[src/rtl/ysyx_24080014_mem_arbiter.sv]
// ysyx_24080014_mem_arbiter: shares the single memory access unit between IFU (reads) and
// LSU (reads/writes). One transaction at a time: IDLE -> ISSUE -> WAIT -> RESP -> IDLE.
// Optional feature: define ARB_RR_EN for round-robin arbitration; otherwise LSU has fixed priority.
module ysyx_24080014_mem_arbiter #(
  parameter int unsigned ADDR_W  = 32,
  parameter int unsigned DATA_W  = 32,
  parameter int unsigned TIMEOUT = 16
) (
  input  logic              clk_i,
  input  logic              rst_n_i,
  // IFU side
  input  logic              ifu_req_valid_i,
  output logic              ifu_req_ready_o,
  input  logic [ADDR_W-1:0] ifu_raddr_i,
  output logic              ifu_rsp_valid_o,
  output logic [DATA_W-1:0] ifu_rdata_o,
  // LSU side
  input  logic              lsu_req_valid_i,
  output logic              lsu_req_ready_o,
  input  logic              lsu_wen_i,
  input  logic [ADDR_W-1:0] lsu_addr_i,
  input  logic [DATA_W-1:0] lsu_wdata_i,
  input  logic [7:0]        lsu_wmask_i,
  output logic              lsu_rsp_valid_o,
  output logic [DATA_W-1:0] lsu_rdata_o,
  // memory unit side
  output logic              mem_ren_o,
  output logic              mem_wen_o,
  output logic [ADDR_W-1:0] mem_raddr_o,
  output logic [ADDR_W-1:0] mem_waddr_o,
  output logic [DATA_W-1:0] mem_din_o,
  output logic [7:0]        mem_wmask_o,
  input  logic [DATA_W-1:0] mem_dout_i,
  input  logic              mem_ready_i,
  output logic              rsp_err_o
);

  localparam int unsigned CNT_W = (TIMEOUT > 2) ? $clog2(TIMEOUT) : 1;
  localparam logic [CNT_W-1:0] CNT_LAST = CNT_W'(TIMEOUT - 1);

  localparam logic [1:0] S_IDLE  = 2'd0;
  localparam logic [1:0] S_ISSUE = 2'd1;
  localparam logic [1:0] S_WAIT  = 2'd2;
  localparam logic [1:0] S_RESP  = 2'd3;

  logic [1:0]        state_q, state_d;
  logic [CNT_W-1:0]  cnt_q, cnt_d;
  logic              owner_q, owner_d;      // 1 = LSU owns the transaction
  logic              wen_q, wen_d;
  logic [ADDR_W-1:0] addr_q, addr_d;
  logic [DATA_W-1:0] wdata_q, wdata_d;
  logic [7:0]        wmask_q, wmask_d;
  logic              mem_ren_q, mem_ren_d;
  logic              mem_wen_q, mem_wen_d;
  logic              ifu_rsp_valid_q, ifu_rsp_valid_d;
  logic              lsu_rsp_valid_q, lsu_rsp_valid_d;
  logic [DATA_W-1:0] ifu_rdata_q, ifu_rdata_d;
  logic [DATA_W-1:0] lsu_rdata_q, lsu_rdata_d;
  logic              rsp_err_q, rsp_err_d;

  logic              idle_c;
  logic              lsu_win_c;
  logic              ifu_win_c;
  logic              rsp_fire_c;
  logic [DATA_W-1:0] rsp_data_c;
  logic              rsp_err_c;

`ifdef ARB_RR_EN
  logic              last_grant_q, last_grant_d;  // 1 = LSU granted last

  // Round-robin winner: on a tie, grant the requester not granted last time.
  always_comb begin
    lsu_win_c = lsu_req_valid_i && (!ifu_req_valid_i || !last_grant_q);
  end
`else
  // Fixed priority winner: LSU always wins a tie.
  always_comb begin
    lsu_win_c = lsu_req_valid_i;
  end
`endif

  // Request handshake: ready only in IDLE, only toward the winner.
  always_comb begin
    idle_c          = (state_q == S_IDLE) && rst_n_i;
    ifu_win_c       = ifu_req_valid_i && !lsu_win_c;
    ifu_req_ready_o = idle_c && ifu_win_c;
    lsu_req_ready_o = idle_c && lsu_win_c;
  end

  // Next-state and registered-output logic.
  always_comb begin
    state_d         = state_q;
    cnt_d           = cnt_q;
    owner_d         = owner_q;
    wen_d           = wen_q;
    addr_d          = addr_q;
    wdata_d         = wdata_q;
    wmask_d         = wmask_q;
    mem_ren_d       = 1'b0;
    mem_wen_d       = 1'b0;
    ifu_rsp_valid_d = 1'b0;
    lsu_rsp_valid_d = 1'b0;
    ifu_rdata_d     = ifu_rdata_q;
    lsu_rdata_d     = lsu_rdata_q;
    rsp_err_d       = rsp_err_q;
    rsp_fire_c      = 1'b0;
    rsp_data_c      = '0;
    rsp_err_c       = 1'b0;
`ifdef ARB_RR_EN
    last_grant_d    = last_grant_q;
`endif

    case (state_q)
      S_IDLE: begin
        if (ifu_win_c || lsu_win_c) begin
          owner_d   = lsu_win_c;
          wen_d     = lsu_win_c && lsu_wen_i;
          addr_d    = lsu_win_c ? lsu_addr_i : ifu_raddr_i;
          wdata_d   = lsu_win_c ? lsu_wdata_i : '0;
          wmask_d   = lsu_win_c ? lsu_wmask_i : 8'h00;
          mem_ren_d = !(lsu_win_c && lsu_wen_i);
          mem_wen_d = lsu_win_c && lsu_wen_i;
          cnt_d     = '0;
          state_d   = S_ISSUE;
`ifdef ARB_RR_EN
          last_grant_d = lsu_win_c;
`endif
        end
      end
      S_ISSUE: begin
        cnt_d   = '0;
        state_d = S_WAIT;
      end
      S_WAIT: begin
        if (mem_ready_i) begin
          rsp_fire_c = 1'b1;
          rsp_data_c = wen_q ? '0 : mem_dout_i;
          rsp_err_c  = 1'b0;
        end else if (cnt_q == CNT_LAST) begin
          rsp_fire_c = 1'b1;
          rsp_data_c = '0;
          rsp_err_c  = 1'b1;
        end else begin
          cnt_d = cnt_q + CNT_W'(1);
        end
        if (rsp_fire_c) begin
          cnt_d           = '0;
          ifu_rsp_valid_d = !owner_q;
          lsu_rsp_valid_d = owner_q;
          rsp_err_d       = rsp_err_c;
          if (owner_q) begin
            lsu_rdata_d = rsp_data_c;
          end else begin
            ifu_rdata_d = rsp_data_c;
          end
          state_d = S_RESP;
        end
      end
      S_RESP: begin
        cnt_d   = '0;
        state_d = S_IDLE;
      end
      default: begin
        state_d = S_IDLE;
      end
    endcase
  end

  // State and output registers with synchronous active-low reset.
  always_ff @(posedge clk_i) begin
    if (!rst_n_i) begin
      state_q         <= S_IDLE;
      cnt_q           <= '0;
      owner_q         <= 1'b0;
      wen_q           <= 1'b0;
      addr_q          <= '0;
      wdata_q         <= '0;
      wmask_q         <= 8'h00;
      mem_ren_q       <= 1'b0;
      mem_wen_q       <= 1'b0;
      ifu_rsp_valid_q <= 1'b0;
      lsu_rsp_valid_q <= 1'b0;
      ifu_rdata_q     <= '0;
      lsu_rdata_q     <= '0;
      rsp_err_q       <= 1'b0;
    end else begin
      state_q         <= state_d;
      cnt_q           <= cnt_d;
      owner_q         <= owner_d;
      wen_q           <= wen_d;
      addr_q          <= addr_d;
      wdata_q         <= wdata_d;
      wmask_q         <= wmask_d;
      mem_ren_q       <= mem_ren_d;
      mem_wen_q       <= mem_wen_d;
      ifu_rsp_valid_q <= ifu_rsp_valid_d;
      lsu_rsp_valid_q <= lsu_rsp_valid_d;
      ifu_rdata_q     <= ifu_rdata_d;
      lsu_rdata_q     <= lsu_rdata_d;
      rsp_err_q       <= rsp_err_d;
    end
  end

`ifdef ARB_RR_EN
  // Round-robin history, reset to IFU.
  always_ff @(posedge clk_i) begin
    if (!rst_n_i) begin
      last_grant_q <= 1'b0;
    end else begin
      last_grant_q <= last_grant_d;
    end
  end
`endif

  assign mem_ren_o       = mem_ren_q;
  assign mem_wen_o       = mem_wen_q;
  assign mem_raddr_o     = addr_q;
  assign mem_waddr_o     = addr_q;
  assign mem_din_o       = wdata_q;
  assign mem_wmask_o     = wmask_q;
  assign ifu_rsp_valid_o = ifu_rsp_valid_q;
  assign lsu_rsp_valid_o = lsu_rsp_valid_q;
  assign ifu_rdata_o     = ifu_rdata_q;
  assign lsu_rdata_o     = lsu_rdata_q;
  assign rsp_err_o       = rsp_err_q;

endmodule

[config.mk]
export PLATFORM = sky130hd
export DESIGN_NAME = ysyx_24080014_mem_arbiter
export DESIGN_NICKNAME = d
export VERILOG_FILES = /design/src/rtl/ysyx_24080014_mem_arbiter.sv
export SDC_FILE = /design/constraint.sdc
export NUM_CORES = 1
export LEC_CHECK = 0
export ABC_AREA = 0
export BUFFER_PORTS_ARGS = -buffer_cell sky130_fd_sc_hd__buf_2
export CAP_MARGIN = 30
export CELL_PAD_IN_SITES_DETAIL_PLACEMENT = 0
export CELL_PAD_IN_SITES_GLOBAL_PLACEMENT = 1
export CORE_UTILIZATION = 34
export CTS_CLUSTER_SIZE = 10
export DETAILED_ROUTE_END_ITERATION = 6
export PLACE_DENSITY_LB_ADDON = 0.1
export SYNTH_ARGS = -nofsm -noshare
export SYNTH_HDL_FRONTEND = slang
export SYNTH_SLANG_ARGS = --single-unit
export TNS_END_PERCENT = 10
[constraint.sdc]
create_clock -name clk_i -period 4.8 [get_ports clk_i]
set_clock_uncertainty 0.1 [all_clocks]
set_input_delay 0.72 -clock clk_i [delete_from_list [all_inputs] [get_ports clk_i]]
set_output_delay 0.72 -clock clk_i [all_outputs]
set_load 0.005 [all_outputs]
==> impl_metrics.ini <==
[synthesis]
ys_async_sr_fraction_pct = 0
synthTopCellsByArea = dfxtp_1, a22o_1, mux2i_1, a211oi_1, buf_4
synth_top_area_cell = dfxtp_1
synth_common_cells = dfxtp_1, a22o_1, nand2_1
ys_types = 36
synth_compound_area_share_pct = 19.94
synth.most_common_cell = dfxtp_1
yosys.area_share.simple_pct = 11.77
ys_seq_area_share_pct = 53.35
synth-edff-count = 0
ys.warnings.count = 0
syn_nets = 711
muxShareOfSynthArea_pct = 5.907
synth_top_area_share_pct = 53.35
syn_inst = 565
ys.flop_type = dfxtp_1
synth_top_family_by_area = compound AO/OA/AOI/OAI gates
synth_fa_ha_area_share_pct = 0.8951
avgSynthCellArea_um2 = 9.897
synth_xor_area_share_pct = 0
synth_area_um2 = 5592
synth-seq-cells = 149

[hold_path]
hold_depth = 2
hold_class = reg2reg

[routing]
vias = 5180
via_per_inst = 4.887
detail-route-antenna-nets = 0
drt_iter0_markers = 278
routed_wl_mm = 16.45
wl_per_cell_um = 15.52
drc = 0
drt-pass1-iter-count = 4

[worst_setup_path]
max_stage_delay_ps = 570
crit_type = reg2out
crit_fanout = 17
crit_chain = inv_1, ha_1, nand2_1, nor3b_1, buf_2
timing.critical_path.to = ifu_req_ready_o
slowest_stage = ha_1
reg2reg_depth = 6
critPathCaptureType = output pin
worstSetupStartpointType = register
cp_top_family = adder cells
r2r_start = state_q[0]
worstSetupPathDepth = 5
startpoint = state_q[0]
required_ps = 3980
critPathBufInv = 2
cp_data_arrival_time_ps = 1920
rr_endpoint = state_q[1]
reg2reg_slack_ps = 2230

[place]
port-buffer-count = 316
dp_hpwl_mm = 11.63
pre_cts_ws_ps = 2222
gp_congestion = 0.7219

[finish]
syn2layout_area_growth_pct = 38.31
fin_util_pct = 48.51
nets = 977
layout-drive-gt1-share_pct = 43.36
n_antenna_cell = 0

[global_route]
grt_overflow = 0
grt_max_degree = 80
antenna_found_initial = 0
grt_pass1_vias = 4827
grt_pass1_wl_mm = 24.45
grt_usage_pct = 18.68

[sta]
timing.hold.ws_ps = 347.3
rsz0062_at_grt = false
final-setup-viol-count = 0
setup_tns_ps = 0
maxSlewHeadroom_pct = 41.12
tightest_slew_ps = 883.2
hold_viol = 0
fmax_mhz = 365.1
finalMaxSlewViolations = 0
fin_crit_ps = 2739
worst_slack_ps = 2061
post-route-period-util_pct = 57.06

[clock_tree]
post_cts_resized = 0
numClockSinks = 149
cts_setup_buffers = 0
cts_tree = built
cts_made_buffers = 17
cts_root_buf = clkbuf_16
insertion_delay_ps = 410
clockBufferDepth = 2
clkTransAtPathRegs_ps = 60
ctsHoldBuffers = 0
h-tree-depth = 4

[floorplan]
initial_core_util_pct = 35.07
die_y_um = 130.2
core_um2 = 15940
die_width_um = 130.2
rows = 46
fp.dieArea_um2 = 16960
io_pins = 317

[pwr]
p_switching_mw = 1.258
p_per_area_nw_per_um2 = 511.8
p_leak_nw = 3.817
seqPwrFrac_pct = 39.2
peakVddDrop_uv = 301.9
p_int_mw = 2.701
power_frac_clock_pct = 35.0
p_sw_share_pct = 31.77
comb_power_share_pct = 25.8

[run_status]
status = complete, no violations

[job]
cap_viol_max_count = 0
-- cells by family (layout without fill, tap and decap cells) --
family / Yosys count / count (layout)
mux: 33 / 33
flops: 149 / 149
fa+ha+maj: 4 / 4
compound gates: 153 / 153
buf+inv: 82 / 361
simple gates: 144 / 144
-- registers in the layout, indices dropped and copies added, names as in the netlist, 2 cells and up --
| register | cells |
|---|---|
| lsu_rdata_o | 32 |
| ifu_rdata_o | 32 |
| state_q | 2 |
| cnt_q | 4 |
| mem_din_o | 32 |
| mem_raddr_o | 32 |
| mem_wmask_o | 8 |
-- power groups by stage --
stage,Combinational [mW],Clock (mW),Sequential (mW)
4_1_cts,1.04,1.42,1.56
3_3_place_gp,1.00,0,1.57
5_1_grt,1.16,1.47,1.58
2_1_floorplan,0.672,0,1.58
3_5_place_dp,1.03,0,1.58
6_report,1.02,1.38,1.55
-- worst min path at each step --
stage                   from       endpoint  slack [ps]
2_1_floorplan  mem_din_o[18]  mem_din_o[18]         350
3_3_place_gp    mem_din_o[7]   mem_din_o[7]         340
3_5_place_dp   mem_din_o[14]  mem_din_o[14]         340
4_1_cts        mem_din_o[14]  mem_din_o[14]         350
5_1_grt        mem_din_o[25]  mem_din_o[25]         360
6_report        mem_din_o[2]   mem_din_o[2]         350
-- area by class of cell --
type / count / area [um^2]
clock buffers: 17 / 425.4
clock inverters: 15 / 190.2
fillers: 1557 / 8209
inverters: 4 / 15.01
multi-input cells: 334 / 2186
flip-flops and latches: 149 / 2983
well taps: 216 / 270.3
repair buffers: 325 / 1664
-- worst reg2reg max path, delay by kind of cell (launching register included) --
family / cells / cell delay, ps
AO/OA/AOI/OAI: 1 / 180
adder cells (fa/ha/maj): 1 / 570
buffers and inverters: 2 / 550
flip-flops: 1 / 300
multiplexers: 1 / 180
AND/OR/NAND/NOR: 1 / 630
-- metrics by stage --
| step | cell area, um^2 | std cells | power [mW] |
|---|---|---|---|
| 4_1_cts | 7734 | 1060 | 4.015 |
| 2_1_floorplan | 5592 | 565 | 2.251 |
| 3_5_place_dp | 7118 | 1028 | 2.615 |
| 5_1_grt | 7734 | 1060 | 4.210 |
| 3_3_place_gp | 7098 | 1027 | 2.575 |
| 6_report | 7734 | 1060 | 3.958 |
-- layout by cell type, fill, tap and decap left out, types with 3 or more instances in the layout --
| cell | netlist | routed |
|---|---|---|
| a211oi_1 | 33 | 33 |
| mux2i_1 | 33 | 33 |
| nand3_1 | 42 | 42 |
| buf_2 | 22 | 315 |
| nand2_1 | 50 | 50 |
| inv_6 | 0 | 7 |
| ha_1 | 4 | 4 |
| clkbuf_16 | 0 | 17 |
| inv_1 | 3 | 3 |
| bufinv_16 | 0 | 3 |
| buf_4 | 32 | 9 |
| nor2_1 | 36 | 36 |
| nor3b_1 | 3 | 3 |
| dfxtp_1 | 149 | 149 |
| a22o_1 | 64 | 64 |
| a21oi_1 | 44 | 44 |
-- layer usage --
metal / track usage, % / vias to the layer above / share of wire, % / wire length (um)
li1: - / 2540 / - / -
met1: 22.71 / 2423 / 43 / 7131
met2: 30.79 / 201 / 48 / 7815
met3: 6.601 / 16 / 8.2 / 1341
met4: 5.814 / 0 / 0.98 / 162
met5: 0 / - / 0 / 0
(Power assumes the default switching activity.)
